[src/rtl/hci_router_reorder_stall.sv]
`default_nettype none
// ============================================================================
// Module   : hci_router_reorder_stall
// Purpose  : Broadcast router from one multi-channel HCI initiator onto
//            NB_OUT_CHAN TCDM banks. The shared request is rotated by a start
//            offset. Per-bank grant stalls are absorbed: only banks not yet
//            granted are re-requested, early bank responses are buffered, and
//            the initiator sees one all-channel grant plus one aligned
//            response the cycle after the final bank grant.
// Ports    : clk_i, rst_i (sync, active-high), clear_i (sync soft clear)
//            order_i          rotation offset (sampled at transaction start)
//            in_*_i / in_*_o  initiator channels (req/gnt/add/wen/be/data,
//                             r_data/r_valid), flattened per channel
//            out_*_o/out_*_i  bank ports, flattened per bank
//            stall_cnt_o      saturating count of stalled request cycles
// Revision : 1.0 - initial release
// ============================================================================
module hci_router_reorder_stall #(
  parameter int NB_IN_CHAN           = 2,
  parameter int NB_OUT_CHAN          = 2,
  parameter int DW                   = 32,
  parameter int AW                   = 32,
  parameter bit FILTER_WRITE_R_VALID = 1'b0,
  localparam int OW = (NB_OUT_CHAN > 1) ? $clog2(NB_OUT_CHAN) : 1,
  localparam int BW = DW / 8
) (
  input  logic                           clk_i,
  input  logic                           rst_i,
  input  logic                           clear_i,
  input  logic [OW-1:0]                  order_i,
  // initiator side
  input  logic [NB_IN_CHAN-1:0]          in_req_i,
  output logic [NB_IN_CHAN-1:0]          in_gnt_o,
  input  logic [NB_IN_CHAN-1:0][AW-1:0]  in_add_i,
  input  logic [NB_IN_CHAN-1:0]          in_wen_i,
  input  logic [NB_IN_CHAN-1:0][BW-1:0]  in_be_i,
  input  logic [NB_IN_CHAN-1:0][DW-1:0]  in_data_i,
  output logic [NB_IN_CHAN-1:0][DW-1:0]  in_r_data_o,
  output logic [NB_IN_CHAN-1:0]          in_r_valid_o,
  // bank side
  output logic [NB_OUT_CHAN-1:0]         out_req_o,
  input  logic [NB_OUT_CHAN-1:0]         out_gnt_i,
  output logic [NB_OUT_CHAN-1:0][AW-1:0] out_add_o,
  output logic [NB_OUT_CHAN-1:0]         out_wen_o,
  output logic [NB_OUT_CHAN-1:0][BW-1:0] out_be_o,
  output logic [NB_OUT_CHAN-1:0][DW-1:0] out_data_o,
  input  logic [NB_OUT_CHAN-1:0][DW-1:0] out_r_data_i,
  input  logic [NB_OUT_CHAN-1:0]         out_r_valid_i,
  // profiling
  output logic [31:0]                    stall_cnt_o
);

  // --------------------------------------------------------------------------
  // State
  // --------------------------------------------------------------------------
  logic                          busy_q, busy_d;
  logic [OW-1:0]                 order_q, order_d;
  logic [OW-1:0]                 ordr_q;       // offset in force last cycle
  logic [NB_OUT_CHAN-1:0]        granted_q, granted_d;
  logic [NB_OUT_CHAN-1:0]        newgnt_q;
  logic [NB_OUT_CHAN-1:0]        fin_q, fin_d;
  logic                          rv_q, rv_d;
  logic [NB_IN_CHAN-1:0][DW-1:0] resp_q, resp_d;
  logic [31:0]                   stall_q, stall_d;

  logic [OW-1:0]                 w_ord;
  logic [OW:0]                   w_order_ext;
  logic [NB_OUT_CHAN-1:0]        w_newgnt;
  logic                          w_all_done;
  logic                          w_gnt;
  logic                          w_unused;

  // Bank serving channel ch under rotation ord. ch < NB_OUT_CHAN and
  // ord < NB_OUT_CHAN, so a single conditional subtract is a full modulo.
  function automatic int bank_of(input int ch, input logic [OW-1:0] ord);
    int s;
    s = ch + int'(ord);
    if (s >= NB_OUT_CHAN) s = s - NB_OUT_CHAN;
    return s;
  endfunction

  // --------------------------------------------------------------------------
  // Rotation offset: latched value while busy, otherwise order_i reduced
  // modulo NB_OUT_CHAN (order_i < 2*NB_OUT_CHAN, so one subtract suffices).
  // --------------------------------------------------------------------------
  assign w_order_ext = {1'b0, order_i};

  always_comb begin
    if (busy_q) begin
      w_ord = order_q;
    end else if (w_order_ext >= (OW+1)'(NB_OUT_CHAN)) begin
      w_ord = OW'(w_order_ext - (OW+1)'(NB_OUT_CHAN));
    end else begin
      w_ord = order_i;
    end
  end

  // --------------------------------------------------------------------------
  // Request fan-out. Already-granted banks drop their request so that each
  // bank is asked exactly once per transaction. A bank is done when it was
  // granted earlier or is granted now; the request qualification is folded
  // into w_gnt below.
  // --------------------------------------------------------------------------
  always_comb begin
    out_req_o  = '0;
    out_add_o  = '0;
    out_be_o   = '0;
    out_data_o = '0;
    w_all_done = 1'b1;
    for (int b = 0; b < NB_OUT_CHAN; b++) begin
      for (int i = 0; i < NB_IN_CHAN; i++) begin
        if (bank_of(i, w_ord) == b) begin
          out_req_o[b]  = in_req_i[0] & ~granted_q[b];
          out_add_o[b]  = in_add_i[i];
          out_be_o[b]   = in_be_i[i];
          out_data_o[b] = in_data_i[i];
          w_all_done    = w_all_done & (granted_q[b] | out_gnt_i[b]);
        end
      end
    end
  end

  assign out_wen_o = {NB_OUT_CHAN{in_wen_i[0]}};
  assign w_newgnt  = out_req_o & out_gnt_i;
  assign w_gnt     = in_req_i[0] & w_all_done;
  assign in_gnt_o  = {NB_IN_CHAN{w_gnt}};

  // --------------------------------------------------------------------------
  // Response path. Banks answer one cycle after their own grant; ordr_q is
  // the offset of that grant cycle, so it maps a bank back to its channel.
  // Banks granted in the final cycle answer live in the response cycle
  // (fin_q); earlier ones were parked in resp_q.
  // --------------------------------------------------------------------------
  always_comb begin
    resp_d = resp_q;
    for (int b = 0; b < NB_OUT_CHAN; b++) begin
      for (int i = 0; i < NB_IN_CHAN; i++) begin
        if (newgnt_q[b] && (bank_of(i, ordr_q) == b)) begin
          resp_d[i] = out_r_data_i[b];
        end
      end
    end
  end

  always_comb begin
    in_r_data_o = resp_q;
    for (int b = 0; b < NB_OUT_CHAN; b++) begin
      for (int i = 0; i < NB_IN_CHAN; i++) begin
        if (fin_q[b] && (bank_of(i, ordr_q) == b)) begin
          in_r_data_o[i] = out_r_data_i[b];
        end
      end
    end
  end

  assign in_r_valid_o = {NB_IN_CHAN{rv_q}};
  assign stall_cnt_o  = stall_q;

  // --------------------------------------------------------------------------
  // Next-state logic
  // --------------------------------------------------------------------------
  always_comb begin
    busy_d    = busy_q;
    order_d   = order_q;
    granted_d = granted_q;
    if (w_gnt) begin
      busy_d    = 1'b0;
      granted_d = '0;
    end else if (in_req_i[0]) begin
      busy_d    = 1'b1;
      granted_d = granted_q | w_newgnt;
      if (!busy_q) order_d = w_ord;
    end
    fin_d   = w_gnt ? w_newgnt : '0;
    rv_d    = w_gnt & (FILTER_WRITE_R_VALID ? in_wen_i[0] : 1'b1);
    stall_d = stall_q;
    if (in_req_i[0] && !w_gnt && (stall_q != '1)) stall_d = stall_q + 32'd1;
  end

  always_ff @(posedge clk_i) begin
    if (rst_i || clear_i) begin
      busy_q    <= 1'b0;
      order_q   <= '0;
      ordr_q    <= '0;
      granted_q <= '0;
      newgnt_q  <= '0;
      fin_q     <= '0;
      rv_q      <= 1'b0;
      resp_q    <= '0;
      stall_q   <= '0;
    end else begin
      busy_q    <= busy_d;
      order_q   <= order_d;
      ordr_q    <= w_ord;
      granted_q <= granted_d;
      newgnt_q  <= w_newgnt;
      fin_q     <= fin_d;
      rv_q      <= rv_d;
      resp_q    <= resp_d;
      stall_q   <= stall_d;
    end
  end

  // Only channel 0 carries req/wen, and bank r_valid is not needed because
  // bank latency is fixed.
  assign w_unused = ^{in_req_i, in_wen_i, out_r_valid_i};

endmodule
`default_nettype wire

[config.mk]
export PLATFORM = sky130hd
export DESIGN_NAME = hci_router_reorder_stall
export DESIGN_NICKNAME = d
export VERILOG_FILES = /design/src/rtl/hci_router_reorder_stall.sv
export SDC_FILE = /design/constraint.sdc
export NUM_CORES = 1
export LEC_CHECK = 0
export BUFFER_PORTS_ARGS = -buffer_cell sky130_fd_sc_hd__buf_2
export CELL_PAD_IN_SITES_DETAIL_PLACEMENT = 0
export CELL_PAD_IN_SITES_GLOBAL_PLACEMENT = 1
export CORE_AREA = 2 2 178 180
export DETAILED_ROUTE_END_ITERATION = 7
export DIE_AREA = 0 0 180 182
export GPL_TIMING_DRIVEN = 0
export PLACE_DENSITY_LB_ADDON = 0.1
export SLEW_MARGIN = 20
export SYNTH_ARGS = -nofsm -noshare
export SYNTH_HDL_FRONTEND = slang
export SYNTH_SLANG_ARGS = --single-unit
[constraint.sdc]
create_clock -name clk_i -period 3.13 [get_ports clk_i]
set_input_delay 0.626 -clock clk_i [delete_from_list [all_inputs] [get_ports clk_i]]
set_output_delay 0.626 -clock clk_i [all_outputs]
set_load 0.01 [all_outputs]
# == Word level (Yosys, flattened, before mapping) ==
# Index checks and enable logic that the tools add are counted.
# W data, S select, Z words.
# totals
register_bits,106
inputBits,212
out_inout_bits,240
wordCells,97
# op_classes
bitwise,14
n_reduce_logical,21
eq_ne,5
magnitude_cmp,5
addsub,8
mux,34
# op_table
op,count
$mux W32,20
$eq A32 B2 Y1 const B,4
$logic_not A32 Y1,4
$add A32 B1 Y32 const B,1
$ne A32 B32 Y1 const B,1
$mux W4,4
$logic_and A1 B1 Y1,10
$mux W1,10
$and A1 B1 Y1,6
$ge A1 B2 Y1 const B,3
$sub A1 B2 Y3 const B,2
$sub A2 B2 Y3 const B,2
$add A1 B1 Y2 const A,2
$ge A2 B2 Y1 const B,2
$not A1 Y1,4
$reduce_bool A2 Y1,2
$reduce_or A2 Y1,2
$reduce_and A3 Y1,1
$and A2 B2 Y2,1
$or A1 B1 Y1,2
$or A2 B2 Y2,1
$logic_not A1 Y1,1
$logic_or A1 B1 Y1,1
$sub A1 B1 Y1 const B,1

# == Depth between registers and ports, before layout ==
# Gate-level depths: netlist of the first run.
# logic_depth
ltp_word,17
ltp_mapped,8

# == Worst setup path after synthesis of the first run ==
# Ideal clock, no wire load.
# synth_path
kind,input -> output
start,input order_i
end,output out_add_o[10] in the netlist's numbering
stages,4
n_path_buf,2
t_arrival_ns,1.862
slack_ns,0.642
t_required_ns,2.504
path_cell_list,mux2i_1 > buf_1 > clkbuf_1 > mux2_2
# synth_lines
element,line,text
"start, declared",30,"input logic [OW-1:0] order_i,"
"end, declared",43,"output logic [NB_OUT_CHAN-1:0][AW-1:0] out_add_o,"

==> impl_metrics.env, run 1 <==
export IMPL_cts_resized=8
export IMPL_synth_most_common_cell="nand2_1"
export IMPL_grt_max_degree=17
export IMPL_die_w_um=180
export IMPL_critPathBufInv=4
export IMPL_cts_clk_slew_worst_paths_ns=0.08
export IMPL_crit_chain="clkbuf_1, and2_1, clkbuf_1, clkbuf_1, a22oi_1, nand2_1, buf_2"
export IMPL_crit_slowest_cell="clkbuf_1"
export IMPL_path_max_fanout=10
export IMPL_clkLatencyLatePin_ns=0.36
export IMPL_cts_sinks=106
export IMPL_arrival_ns=2.30
export IMPL_hold_path_cell_count=2
export IMPL_finalMaxSlewViolations=0
export IMPL_avgRoutedWirePerCell_um=23.17
export IMPL_drive_above_1_share_pct=43.61
export IMPL_cts_buffers_inserted=9
export IMPL_first_iter_violations=687
export IMPL_grt_pass1_vias=9481
export IMPL_p_sw_w=0.001158
export IMPL_yosysSeqAreaShare_pct=27.88
export IMPL_finalCritPeriodShare_pct=93.58
export IMPL_crit_path_frequent_cell="clkbuf_1"
export IMPL_rows=65
export IMPL_nets=1673
export IMPL_timing_rr_start="stall_cnt_o[25]"
export IMPL_post_route_util_pct=34.45
export IMPL_ios=452
export IMPL_setup_viol=0
export IMPL_synth_top_area_share_pct=27.88
export IMPL_worst_slew_pin_slew_ns=0.7661
export IMPL_maxSlewHeadroom_pct=48.92
export IMPL_start_util_pct=24.56
export IMPL_syn_inst=1003
export IMPL_antenna_found_initial=8
export IMPL_hold_path_class="reg -> reg"
export IMPL_crit_required_ns=2.50
export IMPL_hold_end="resp_q[16]"
export IMPL_grt_pass1_wl_um=63160
export IMPL_period_needed_ns=2.929
export IMPL_status="completed"
export IMPL_postSynthNetCount=1216
export IMPL_dp_hpwl_um=35400
export IMPL_rr_endpoint="stall_cnt_o[15]"
export IMPL_setup_tns_ns=0
export IMPL_worstSetupPathType="reg -> out"
export IMPL_place_area_um2=10350
export IMPL_cellLeakagePower_nw=4.749
export IMPL_cts_max_level=3
export IMPL_synth_async_reset_ratio_pct=0
export IMPL_multi_input_area_um2=5082
export IMPL_ant_nets=0
export IMPL_p_comb_share_pct=28.3
export IMPL_fmax_mhz=341.4
export IMPL_yosys_warnings=0
export IMPL_ys_seq_elements=106
export IMPL_hold_violations=0
export IMPL_cts_tree="built"
export IMPL_rr_worst_depth=7
export IMPL_ir_drop_v=0.0002405
export IMPL_power_internal_w=0.002351
export IMPL_p_per_area_nw_per_um2=328.7
export IMPL_n_fill_cell=3453
export IMPL_synth_common_cells="nand2_1, mux2_2, dfxtp_1"
export IMPL_startpoint_type="flop"
export IMPL_clkPwrFrac_pct=32.6
export IMPL_finalInstanceArea_um2=10680
export IMPL_drc_errors=0
export IMPL_synth_area_leaders="dfxtp_1, mux2_2, nand2_1"
export IMPL_grt_ovfl_total=0
export IMPL_clock_path_buffers=2
export IMPL_io_buffers=446
export IMPL_synth_ff_type="dfxtp_1"
export IMPL_cp_top_family="buffers and inverters"
export IMPL_rsz0062_at_grt="false"
export IMPL_maxCapViolCount=0
export IMPL_rrSetupSlack_ns=0.36
export IMPL_die_h_um=182
export IMPL_gp_congestion=0.9310
export IMPL_hold_buffers=0
export IMPL_clockRootBuffer="clkbuf_16"
export IMPL_syn2layout_area_growth_pct=40.26
export IMPL_grt_total_usage_pct=25.38
export IMPL_routed_via_density=5.184
export IMPL_coreArea_um2=30990
export IMPL_max_stage_delay_ns=0.45
export IMPL_ys_types=39
export IMPL_p_sw_share_pct=33.01
export IMPL_seqPwrFrac_pct=39.1
export IMPL_postCtsSetupBuffers=0
export IMPL_wirelength_um=43270
export IMPL_cp_end_kind="primary output"
export IMPL_yosysTopAreaCell="dfxtp_1"
export IMPL_skew_ns=0.009500
export IMPL_first_pass_iters=5
export IMPL_synth_edf_count=0
export IMPL_vias=9684
export IMPL_hold_start="resp_q[16]"
export IMPL_syn_cell_area_um2=7611
export IMPL_avgSynthCellArea_um2=7.588
export IMPL_seq_area_um2=2122
export IMPL_fp_dieArea_um2=32760
==> flip-flops by register name, summed over array words and instances (netlist names) <==
register / count
rv_q: 1
resp_q: 64
fin_q: 2
stall_cnt_o: 32
order_q: 1
busy_q: 1
ordr_q: 1
newgnt_q: 2
granted_q: 2
==> cells by family after synthesis <==
kind of cell    count (synthesis)  share of synthesized area [%]
compound gates                186                          18.35
fa+ha+maj                       1                         0.1644
simple gates                  461                          27.03
flops                         106                          27.88
buf+inv                       106                          5.523
mux                           143                          21.06
==> layout by cell type, fill, tap and decap left out, types with 7 or more instances in the layout <==
cell type	instances
buf_2	447
nand2_1	218
mux2_2	137
dfxtp_1	106
nor2_1	84
nand3_1	80
clkbuf_1	67
a311oi_1	64
a22oi_1	64
clkbuf_2	24
a21oi_1	23
or3_1	18
nand4_1	15
o21ai_0	13
or4_1	9
clkbuf_16	9
o31ai_1	7
and2_1	7
==> per-stage QoR <==
step           worst slack, ns  hold WS [ns]  cells  total power (W)
5_1_grt                0.01759        0.5005   1868         0.003638
4_1_cts                -0.1147        0.4854   1865         0.003546
3_3_place_gp           -0.1453        0.4667   1851         0.002398
3_5_place_dp           -0.1701        0.4728   1851         0.002399
6_report                0.2010        0.4826   1868         0.003509
2_1_floorplan           0.6417        0.4534   1003         0.001838
==> worst reg2reg max path, stage by stage (launching register included) <==
cell,delay (ns)
dfxtp_1,0.48
nand4_1,0.26
nor3_2,0.49
and4_1,0.27
clkbuf_1,0.43
clkbuf_1,0.46
o21ai_0,0.17
a21oi_1,0.14
==> worst max path at each step <==
stage | start | endpoint | slack, ns | depth (start not counted)
after CTS | busy_q | out_data_o[44] | -0.11 | 5
after global placement | order_i | out_add_o[0] | -0.15 | 6
after global routing | ordr_q | in_r_data_o[33] | 0.02 | 7
final | ordr_q | in_r_data_o[33] | 0.20 | 7
after detailed placement | order_i | out_data_o[11] | -0.17 | 6
after floorplan | order_i | out_add_o[10] | 0.64 | 4
==> metal layers <==
layer / track usage [%] / up-vias / share of wire, %
met4: 5.626 / 6 / 1.7
li1: - / 4596 / -
met1: 32.03 / 4661 / 43
met3: 5.415 / 43 / 6.4
met2: 44.25 / 378 / 49
met5: 0 / - / 0.072
==> power groups by stage <==
stage | clock network, W | logic [W] | registers [W]
global route | 0.00121 | 0.00105 | 0.00138
CTS | 0.00117 | 0.00100 | 0.00137
global placement | 0 | 0.000993 | 0.00141
detailed placement | 0 | 0.000994 | 0.00141
finish | 0.00114 | 0.000992 | 0.00137
floorplan | 0 | 0.000436 | 0.00140
==> layout make-up <==
class                      instances  area share (%)
inverter                           4          0.1406
clock inverter                     3          0.2227
sequential                       106           19.88
multi-input combinational        791           47.61
clock buffer                      11           2.368
antenna                            3         0.07032
buffer                           102           4.090
timing repair buffer             446           20.91
tap                              402           4.712
Note: power is estimated with default switching activity, not from simulation.
==> run 2: changes to the inputs <==
==> constraint.sdc (replaced) <==
create_clock -name clk_i -period 3.2 [get_ports clk_i]
set_input_delay 0 -clock clk_i [delete_from_list [all_inputs] [get_ports clk_i]]
set_output_delay 0 -clock clk_i [all_outputs]
set_load 0.01 [all_outputs]
==> run 2 against run 1 <==
Power down 0.29%. Clock power about the same. Count of clock-buffer cells in the layout unchanged. Sequential power about the same. Non-clock buffer count up 101. Clock skew up 0.0027 ns. Routed wire length up 1.8%. Die area unchanged. Register-to-register slack worse by 0.03 ns. Critical path depth unchanged. Via count up 4.0%. Critical endpoint is now stall_cnt_o[15]. Largest power group unchanged.
==> impl_metrics.env, run 2 (synthesized netlist as in run 1, its figures left out) <==
export IMPL_status="completed"
export IMPL_worstSetupPathType="reg -> reg"
export IMPL_worst_slew_pin_slew_ns=0.7940
export IMPL_gp_congestion=0.9310
export IMPL_fin_ws_ns=0.3344
export IMPL_nets=1774
export IMPL_skew_ns=0.01220
export IMPL_regMostFlops="resp_q"
export IMPL_hold_path_class="in -> out"
export IMPL_postCtsSetupBuffers=0
export IMPL_n_fill_cell=3380
export IMPL_ant_nets=0
export IMPL_fp_dieArea_um2=32760
export IMPL_seq_area_um2=2122
export IMPL_grt_pass1_wl_um=64630
export IMPL_cts_buffers_inserted=9
export IMPL_clkLatencyLatePin_ns=0.36
export IMPL_avgRoutedWirePerCell_um=22.40
export IMPL_wirelength_um=44050
export IMPL_clockRootBuffer="clkbuf_16"
export IMPL_startpoint_type="flop"
export IMPL_ios=452
export IMPL_fmax_mhz=349.0
export IMPL_cts_max_level=3
export IMPL_multi_input_area_um2=5074
export IMPL_cts_sinks=106
export IMPL_antenna_found_initial=4
export IMPL_setup_viol=0
export IMPL_place_area_um2=10350
export IMPL_cellLeakagePower_nw=5.179
export IMPL_max_stage_delay_ns=0.59
export IMPL_first_pass_iters=8
export IMPL_crit_required_ns=3.48
export IMPL_crit_path_frequent_cell="clkbuf_1"
export IMPL_setup_tns_ns=0
export IMPL_pre_cts_ws_ns=0.2150
export IMPL_grt_pass1_vias=9973
export IMPL_arrival_ns=3.14
export IMPL_dp_hpwl_um=35400
export IMPL_crit_slowest_cell="nor4_1"
export IMPL_finalMaxSlewViolations=0
export IMPL_vias=10070
export IMPL_rows=65
export IMPL_hold_violations=0
export IMPL_cts_tree="built"
export IMPL_coreArea_um2=30990
export IMPL_cts_clk_slew_worst_paths_ns=0.08
export IMPL_finalCritPeriodShare_pct=89.55
export IMPL_start_util_pct=24.56
export IMPL_final_common_cell="buf_2"
export IMPL_rsz0062_at_grt="false"
export IMPL_cp_end_kind="flop"
export IMPL_rrSetupSlack_ns=0.33
export IMPL_ir_drop_v=0.0002295
export IMPL_period_needed_ns=2.866
export IMPL_drive_above_1_share_pct=39.07
export IMPL_maxSlewHeadroom_pct=47.06
export IMPL_die_h_um=182
export IMPL_io_buffers=446
export IMPL_drc_errors=0
export IMPL_clock_path_buffers=2
export IMPL_largest_reg_flops=64
export IMPL_finalInstanceArea_um2=11640
export IMPL_die_w_um=180
export IMPL_final_cell_mix="buf_2, nand2_1, mux2_2"
export IMPL_routed_via_density=5.121
export IMPL_p_per_area_nw_per_um2=300.6
export IMPL_grt_total_usage_pct=25.81
export IMPL_maxCapViolCount=0
export IMPL_syn2layout_area_growth_pct=52.95
export IMPL_first_iter_violations=705
export IMPL_grt_max_degree=17
export IMPL_grt_ovfl_total=0
export IMPL_crit_chain="nand3_1, nor4_1, and4_1, clkbuf_1, clkbuf_1, o21ai_0, a21oi_1"
export IMPL_path_max_fanout=10
## run 2: layout make-up
cell class,instances,area share [%]
inverters,4,0.1290
plain buffers,102,3.482
diodes,1,0.02150
repair buffers,547,27.86
well taps,402,4.321
clock buffers,11,2.171
multi-input cells,791,43.58
clock inverters,3,0.2042
flip-flops and latches,106,18.23
## run 2: final timing paths
| check | from | to | cells after the start |
|---|---|---|---|
| worst max-delay path | stall_cnt_o[11] | stall_cnt_o[15] | 7 |
| worst min-delay path | in_wen_i[0] | out_wen_o[1] | 2 |
| worst min register to register | resp_q[35] | resp_q[35] | 2 |
| worst max register to register | stall_cnt_o[11] | stall_cnt_o[15] | 7 |
## run 2: metal layers
metal	up-vias	part of all wire [%]	wire (um)	track usage, %
met5	-	0.050	22	0
met4	4	2.0	903	6.569
met3	45	6.7	2950	5.796
met2	369	49	21590	44.87
met1	4872	42	18590	32.18
li1	4783	-	-	-
## run 2: stage by stage
stage	hold WS, ns	cells	utilization, %	power [W]
after global placement	0.1850	1851	33.39	0.002346
after CTS	0.1848	1966	37.54	0.003543
after global routing	0.2021	1967	37.57	0.003640
final	0.1838	1967	37.57	0.003499
after floorplan	0.09177	1003	-	0.001798
after detailed placement	0.1848	1851	33.39	0.002347
## run 2: power by group
part / internal [W] / switching [W]
sequential: 0.00133 / 0.0000102
combinational: 0.000458 / 0.000584
clock: 0.000567 / 0.000546
total: 0.00236 / 0.00114
## run 2: what timing repair did
item	CTS	global route
gates resized for setup	0	1
hold endpoints to repair	75	0
hold buffers	101	0
setup endpoints to repair	0	8
## run 2: critical path: cells and delay by family (launching register included)
| kind | cells | cell delay [ns] |
|---|---|---|
| buf+inv | 2 | 0.89 |
| compound gates | 2 | 0.30 |
| flops | 1 | 0.50 |
| simple gates | 3 | 1.09 |
